$ cat config.mk
export PLATFORM = sky130hd
export DESIGN_NAME = linked_list_fifo_mq
export DESIGN_NICKNAME = d
export VERILOG_FILES = /design/src/rtl/linked_list_fifo_mq.sv
export SDC_FILE = /design/constraint.sdc
export NUM_CORES = 1
export LEC_CHECK = 0
export ABC_AREA = 0
export CAP_MARGIN = 10
export CORE_MARGIN = 4
export CORE_UTILIZATION = 40
export CTS_CLUSTER_DIAMETER = 150
export DETAILED_ROUTE_END_ITERATION = 7
export GPL_TIMING_DRIVEN = 1
export MAX_ROUTING_LAYER = met4
export SETUP_SLACK_MARGIN = 0.05
export SYNTH_ARGS = -nofsm -noshare
export SYNTH_HDL_FRONTEND = slang
export SYNTH_SLANG_ARGS = --single-unit
$ cat constraint.sdc
create_clock -name clk -period 8.4 [get_ports clk]
set_clock_uncertainty 0.05 [all_clocks]
set_input_delay 2.1 -clock clk [delete_from_list [all_inputs] [get_ports clk]]
set_output_delay 2.1 -clock clk [all_outputs]
set_load 0.05 [all_outputs]
$ cat src/rtl/linked_list_fifo_mq.sv
// Multi-queue FIFO: FIFOS logical queues share one DEPTH-entry data pool through
// per-entry next-pointer links and a stack-organised free list.
module linked_list_fifo_mq #(
  parameter int WIDTH        = 8,
  parameter int DEPTH        = 32,
  parameter int FIFOS        = 8,
  parameter int LOG2_DEPTH   = $clog2(DEPTH),
  parameter int LOG2_FIFOS   = $clog2(FIFOS),
  parameter int MAX_PER_FIFO = DEPTH,
  parameter int AF_THRESH    = 2
) (
  input  logic                             clk,
  input  logic                             rst,
  input  logic                             push,
  input  logic [LOG2_FIFOS-1:0]            push_fifo,
  input  logic [WIDTH-1:0]                 d,
  output logic                             push_ready,
  input  logic                             pop,
  input  logic [LOG2_FIFOS-1:0]            pop_fifo,
  output logic [WIDTH-1:0]                 q,
  output logic                             q_valid,
  output logic [FIFOS-1:0]                 empty,
  output logic [(LOG2_DEPTH+1)*FIFOS-1:0]  count,
  output logic [LOG2_DEPTH:0]              free_count,
  output logic                             full,
  output logic                             almost_full,
  output logic                             init_done,
  output logic                             err_overflow,
  output logic                             err_underflow
);

  localparam int CW = LOG2_DEPTH + 1;

  typedef enum logic {S_INIT, S_STEADY} state_t;

  state_t                  state;
  state_t                  state_nxt;
  logic                    init_we;
  logic                    init_last;
  logic [LOG2_DEPTH-1:0]   init_cnt;

  logic [WIDTH-1:0]        data_mem [DEPTH];
  logic [LOG2_DEPTH-1:0]   next_mem [DEPTH];
  logic [LOG2_DEPTH-1:0]   head     [FIFOS];
  logic [LOG2_DEPTH-1:0]   tail     [FIFOS];
  logic [CW-1:0]           cnt      [FIFOS];
  logic [CW-1:0]           cnt_nxt  [FIFOS];
  logic [LOG2_DEPTH-1:0]   free_head;
  logic [CW-1:0]           free_cnt;

  logic                    pop_ok;
  logic                    push_ok;
  logic                    same_q;
  logic                    push_empty;
  logic [LOG2_DEPTH-1:0]   pop_entry;
  logic [LOG2_DEPTH-1:0]   alloc_entry;

  // FSM: state register
  always_ff @(posedge clk) begin
    if (rst) state <= S_INIT;
    else     state <= state_nxt;
  end

  // FSM: next state
  always_comb begin
    state_nxt = state;
    if (state == S_INIT && init_cnt == LOG2_DEPTH'(DEPTH - 1)) state_nxt = S_STEADY;
  end

  // FSM: outputs
  always_comb begin
    init_done = (state == S_STEADY);
    init_we   = (state == S_INIT);
    init_last = (state == S_INIT) && (state_nxt == S_STEADY);
  end

  always_ff @(posedge clk) begin
    if (rst)          init_cnt <= '0;
    else if (init_we) init_cnt <= init_cnt + 1'b1;
  end

  // A simultaneous push takes the entry being popped, leaving the free list untouched;
  // this is what lets a push succeed while the pool is exhausted.
  always_comb begin
    pop_entry   = head[pop_fifo];
    pop_ok      = pop & init_done & (cnt[pop_fifo] != '0);
    same_q      = pop_ok & (pop_fifo == push_fifo);
    push_ready  = init_done & ((free_cnt != '0) | pop_ok) &
                  ((cnt[push_fifo] < CW'(MAX_PER_FIFO)) | same_q);
    push_ok     = push & push_ready;
    alloc_entry = pop_ok ? pop_entry : free_head;
    push_empty  = (cnt[push_fifo] == '0) | (same_q & (cnt[push_fifo] == CW'(1)));
  end

  always_comb begin
    for (int i = 0; i < FIFOS; i++) begin
      cnt_nxt[i] = cnt[i];
      if (push_ok && push_fifo == LOG2_FIFOS'(i)) cnt_nxt[i] = cnt_nxt[i] + 1'b1;
      if (pop_ok && pop_fifo == LOG2_FIFOS'(i))   cnt_nxt[i] = cnt_nxt[i] - 1'b1;
    end
  end

  always_ff @(posedge clk) begin
    if (rst) begin
      q             <= '0;
      q_valid       <= 1'b0;
      free_cnt      <= '0;
      free_head     <= '0;
      err_overflow  <= 1'b0;
      err_underflow <= 1'b0;
      for (int i = 0; i < FIFOS; i++) begin
        cnt[i]  <= '0;
        head[i] <= '0;
        tail[i] <= '0;
      end
    end else begin
      q_valid <= pop_ok;
      if (pop_ok) q <= data_mem[pop_entry];
      if (init_last) begin
        free_cnt  <= CW'(DEPTH);
        free_head <= '0;
      end else if (push_ok && !pop_ok) begin
        free_cnt  <= free_cnt - 1'b1;
        free_head <= next_mem[free_head];
      end else if (pop_ok && !push_ok) begin
        free_cnt  <= free_cnt + 1'b1;
        free_head <= pop_entry;
      end
      if (pop_ok) head[pop_fifo] <= next_mem[pop_entry];
      // Ordered after the pop update so a same-queue refill of a draining queue wins.
      if (push_ok) begin
        tail[push_fifo] <= alloc_entry;
        if (push_empty) head[push_fifo] <= alloc_entry;
      end
      for (int i = 0; i < FIFOS; i++) cnt[i] <= cnt_nxt[i];
      if (push && !push_ready) err_overflow  <= 1'b1;
      if (pop && !pop_ok)      err_underflow <= 1'b1;
    end
  end

  // Pool storage needs no reset: INIT rebuilds every link before any handshake.
  always_ff @(posedge clk) begin
    if (push_ok) data_mem[alloc_entry] <= d;
    if (init_we)                       next_mem[init_cnt] <= init_cnt + 1'b1;
    else if (push_ok && !push_empty)   next_mem[tail[push_fifo]] <= alloc_entry;
    else if (pop_ok && !push_ok)       next_mem[pop_entry] <= free_head;
  end

  always_comb begin
    for (int i = 0; i < FIFOS; i++) begin
      empty[i]            = (cnt[i] == '0);
      count[i*CW +: CW]   = cnt[i];
    end
    free_count  = free_cnt;
    full        = (free_cnt == '0);
    almost_full = (free_cnt <= CW'(AF_THRESH));
  end

endmodule

==> reports/results.ini <==
[critical_path]
critical_path_required_ns=6.25
ff2ff_path_depth=11
crit_fanout=17
slowest_stage=a221oi_1
cp_common_cell=buf_4
r2r_setup_slack_ns=3.30
crit_chain=clkdlybuf4s50_1 > buf_4 > nor2b_1 > a32oi_1 > a221oi_1 > nor3_4 > inv_2 > o32ai_1 > buf_4
r2r_end=next_mem[16][0]
cp-end-kind=primary output
worstPathArrival_ns=5.35
slowest_delay_ns=0.84
worstSetupPathType=in -> out
r2r_start=cnt[0][3]
worst_setup_path_start_kind=input pin

[synthesis]
synth-seq-cells=577
synth_edf_count=496
syn-num-nets=2507
ys_types=83
synthFlopType=edfxtp_1
syn-cell-area_um2=28000
ys_seq_area_frac=0.590
synthCells=2458
avgSynthCellArea_um2=11.4
async_flop_share=0
ys_warn_count=0

[min_path]
holdPathEnd=err_underflow
holdPathStages=2
hold_class=reg -> reg
hp-start=err_underflow

[routing]
antenna_left=0
wl_mm=79.0
drcViolationCount=0
routedWlPerCell_um=22.9
firstDrtPassIters=5
first_iter_violations=2225
via_per_inst=5.86
num_vias=20200

[placement]
dp.cells=3338
gp_congestion=0.911
port_buffers=94
place_ws_ns=0.872
dp_hpwl_mm=52.0
dpl-instance-area_um2=29800

[cts]
cts_tree=built
insertion_delay_ns=0.65
post-cts-setup-buffers=0
clk_pin_slew_ns=0.06
clock-sinks=577
hold_buffers=0
h-tree-depth=2
cts.repair.resized=0
numCtsBuffers=59
clk_path_buf_depth=3
clockRootBuffer=clkbuf_16

[final_layout]
fin_util=0.462
drive_above_1_share=0.104
antenna_cells=0
num-fill-cells=6200
fin_cells=3448
layout.nets=2517
area_growth_pct=13.8
design_area_um2=31900

[sta]
finalSetupViolations=0
period_share=0.893
timing.hold.ws_ns=0.456
maxSlewHeadroom=0.238
fin_crit_ns=7.50
drv_slew=0
worst_pin_slew_ns=1.14
setup_tns_ns=0
fmax_mhz=133
rsz0062_at_grt=no
finalHoldViolCount=0
setup_ws_ns=0.902

[die]
core-area_um2=68900
fp.dieArea_um2=74300
start_util=0.406
rows=96
die_w_um=273
die_h_um=273
ios=95

[global_route]
grt_max_degree=139
grt_pass1_wl_mm=120
grtUsageTotal=0.214
grt_pass1_vias=19500
antenna_found_initial=0
overflow=0

[run]
maxCapViolations=0

[run_status]
run_status=finished, final reports clean

[pwr]
leakagePower_nw=10.5
power_mw=6.51
ir_worst_vdd_mv=0.178
power_density_nw_per_um2=204

-- worst max-delay path: cells and delay by family --
kind,cells,cell delay (ns)
and+or+nand+nor,2,0.51
buffers and inverters,4,1.56
AOI/OAI and AO/OA,3,1.16
-- logic make-up after synthesis --
| kind of cell | after synthesis | synth area share |
|---|---|---|
| AND/OR/NAND/NOR | 1112 | 0.179 |
| XOR/XNOR | 85 | 0.0266 |
| AO/OA/AOI/OAI | 326 | 0.0838 |
| buffers and inverters | 213 | 0.0305 |
| adder cells (fa/ha/maj) | 31 | 0.0139 |
| multiplexers | 114 | 0.0757 |
| flip-flops | 577 | 0.590 |
-- flip-flops by register name, indices dropped and copies added (netlist names), 6 cells and up, named ones only --
signal      count
data_mem      256
next_mem      160
cnt            48
head           40
tail           40
q               8
free_count      6
-- routing by layer --
metal | wire (µm) | vias to the layer above | global-route usage
met3 | 6270 | 124 | 0.0318
met1 | 33400 | 10000 | 0.290
met2 | 37400 | 931 | 0.340
li1 | - | 9164 | -
met5 | 0 | - | -
met4 | 2020 | 0 | 0.0572
-- where the power goes --
part | internal, mW | switching [mW] | total [mW]
Sequential | 3.14 | 0.0123 | 3.15
Combinational | 0.166 | 0.415 | 0.581
Clock | 1.63 | 1.15 | 2.78
-- Yosys cell counts, types with 20 or more instances --
master | number | area share
mux2i_1 | 26 | 0.0093
clkbuf_1 | 139 | 0.019
a21oi_1 | 53 | 0.0095
o21ai_0 | 20 | 0.0036
o22ai_1 | 44 | 0.0098
nand2_1 | 493 | 0.066
ha_1 | 31 | 0.014
edfxtp_1 | 496 | 0.53
a311oi_1 | 68 | 0.021
mux4_2 | 74 | 0.060
a211oi_1 | 33 | 0.0089
nand3_1 | 148 | 0.026
xor2_1 | 30 | 0.0094
xnor2_1 | 55 | 0.017
inv_1 | 27 | 0.0036
nor3_1 | 33 | 0.0059
nor2_1 | 238 | 0.032
a31oi_1 | 42 | 0.0094
dfxtp_1 | 81 | 0.058
and3_1 | 61 | 0.014
-- placed cells by master, fill, tap and decap left out, types with 55 or more instances in the layout --
| master | instances |
|---|---|
| edfxtp_1 | 496 |
| nand2_1 | 492 |
| nor2_1 | 238 |
| nand3_1 | 148 |
| clkdlybuf4s50_1 | 92 |
| dfxtp_1 | 79 |
| mux4_2 | 74 |
| a311oi_1 | 68 |
| and3_1 | 61 |
| clkbuf_16 | 60 |
| xnor2_1 | 55 |
-- worst max path at each step --
stage | start | end | cells after the start
2_1_floorplan | push_fifo[0] | push_ready | 4
3_3_place_gp | pop_fifo[1] | next_mem[10][0] | 13
3_5_place_dp | pop_fifo[1] | next_mem[16][0] | 13
4_1_cts | pop_fifo[1] | push_ready | 9
5_1_grt | pop_fifo[1] | push_ready | 9
6_report | pop_fifo[1] | push_ready | 9
-- cell type report --
type | count | area [µm²] | area share
Sequential cell | 577 | 16500 | 0.518
Timing Repair Buffer | 132 | 1230 | 0.0387
Clock inverter | 38 | 515 | 0.0162
Tap cell | 931 | 1160 | 0.0366
Multi-Input combinational cell | 1668 | 10700 | 0.337
Inverter | 30 | 113 | 0.00353
Clock buffer | 72 | 1580 | 0.0495
Power figures use the tool's default switching activity.
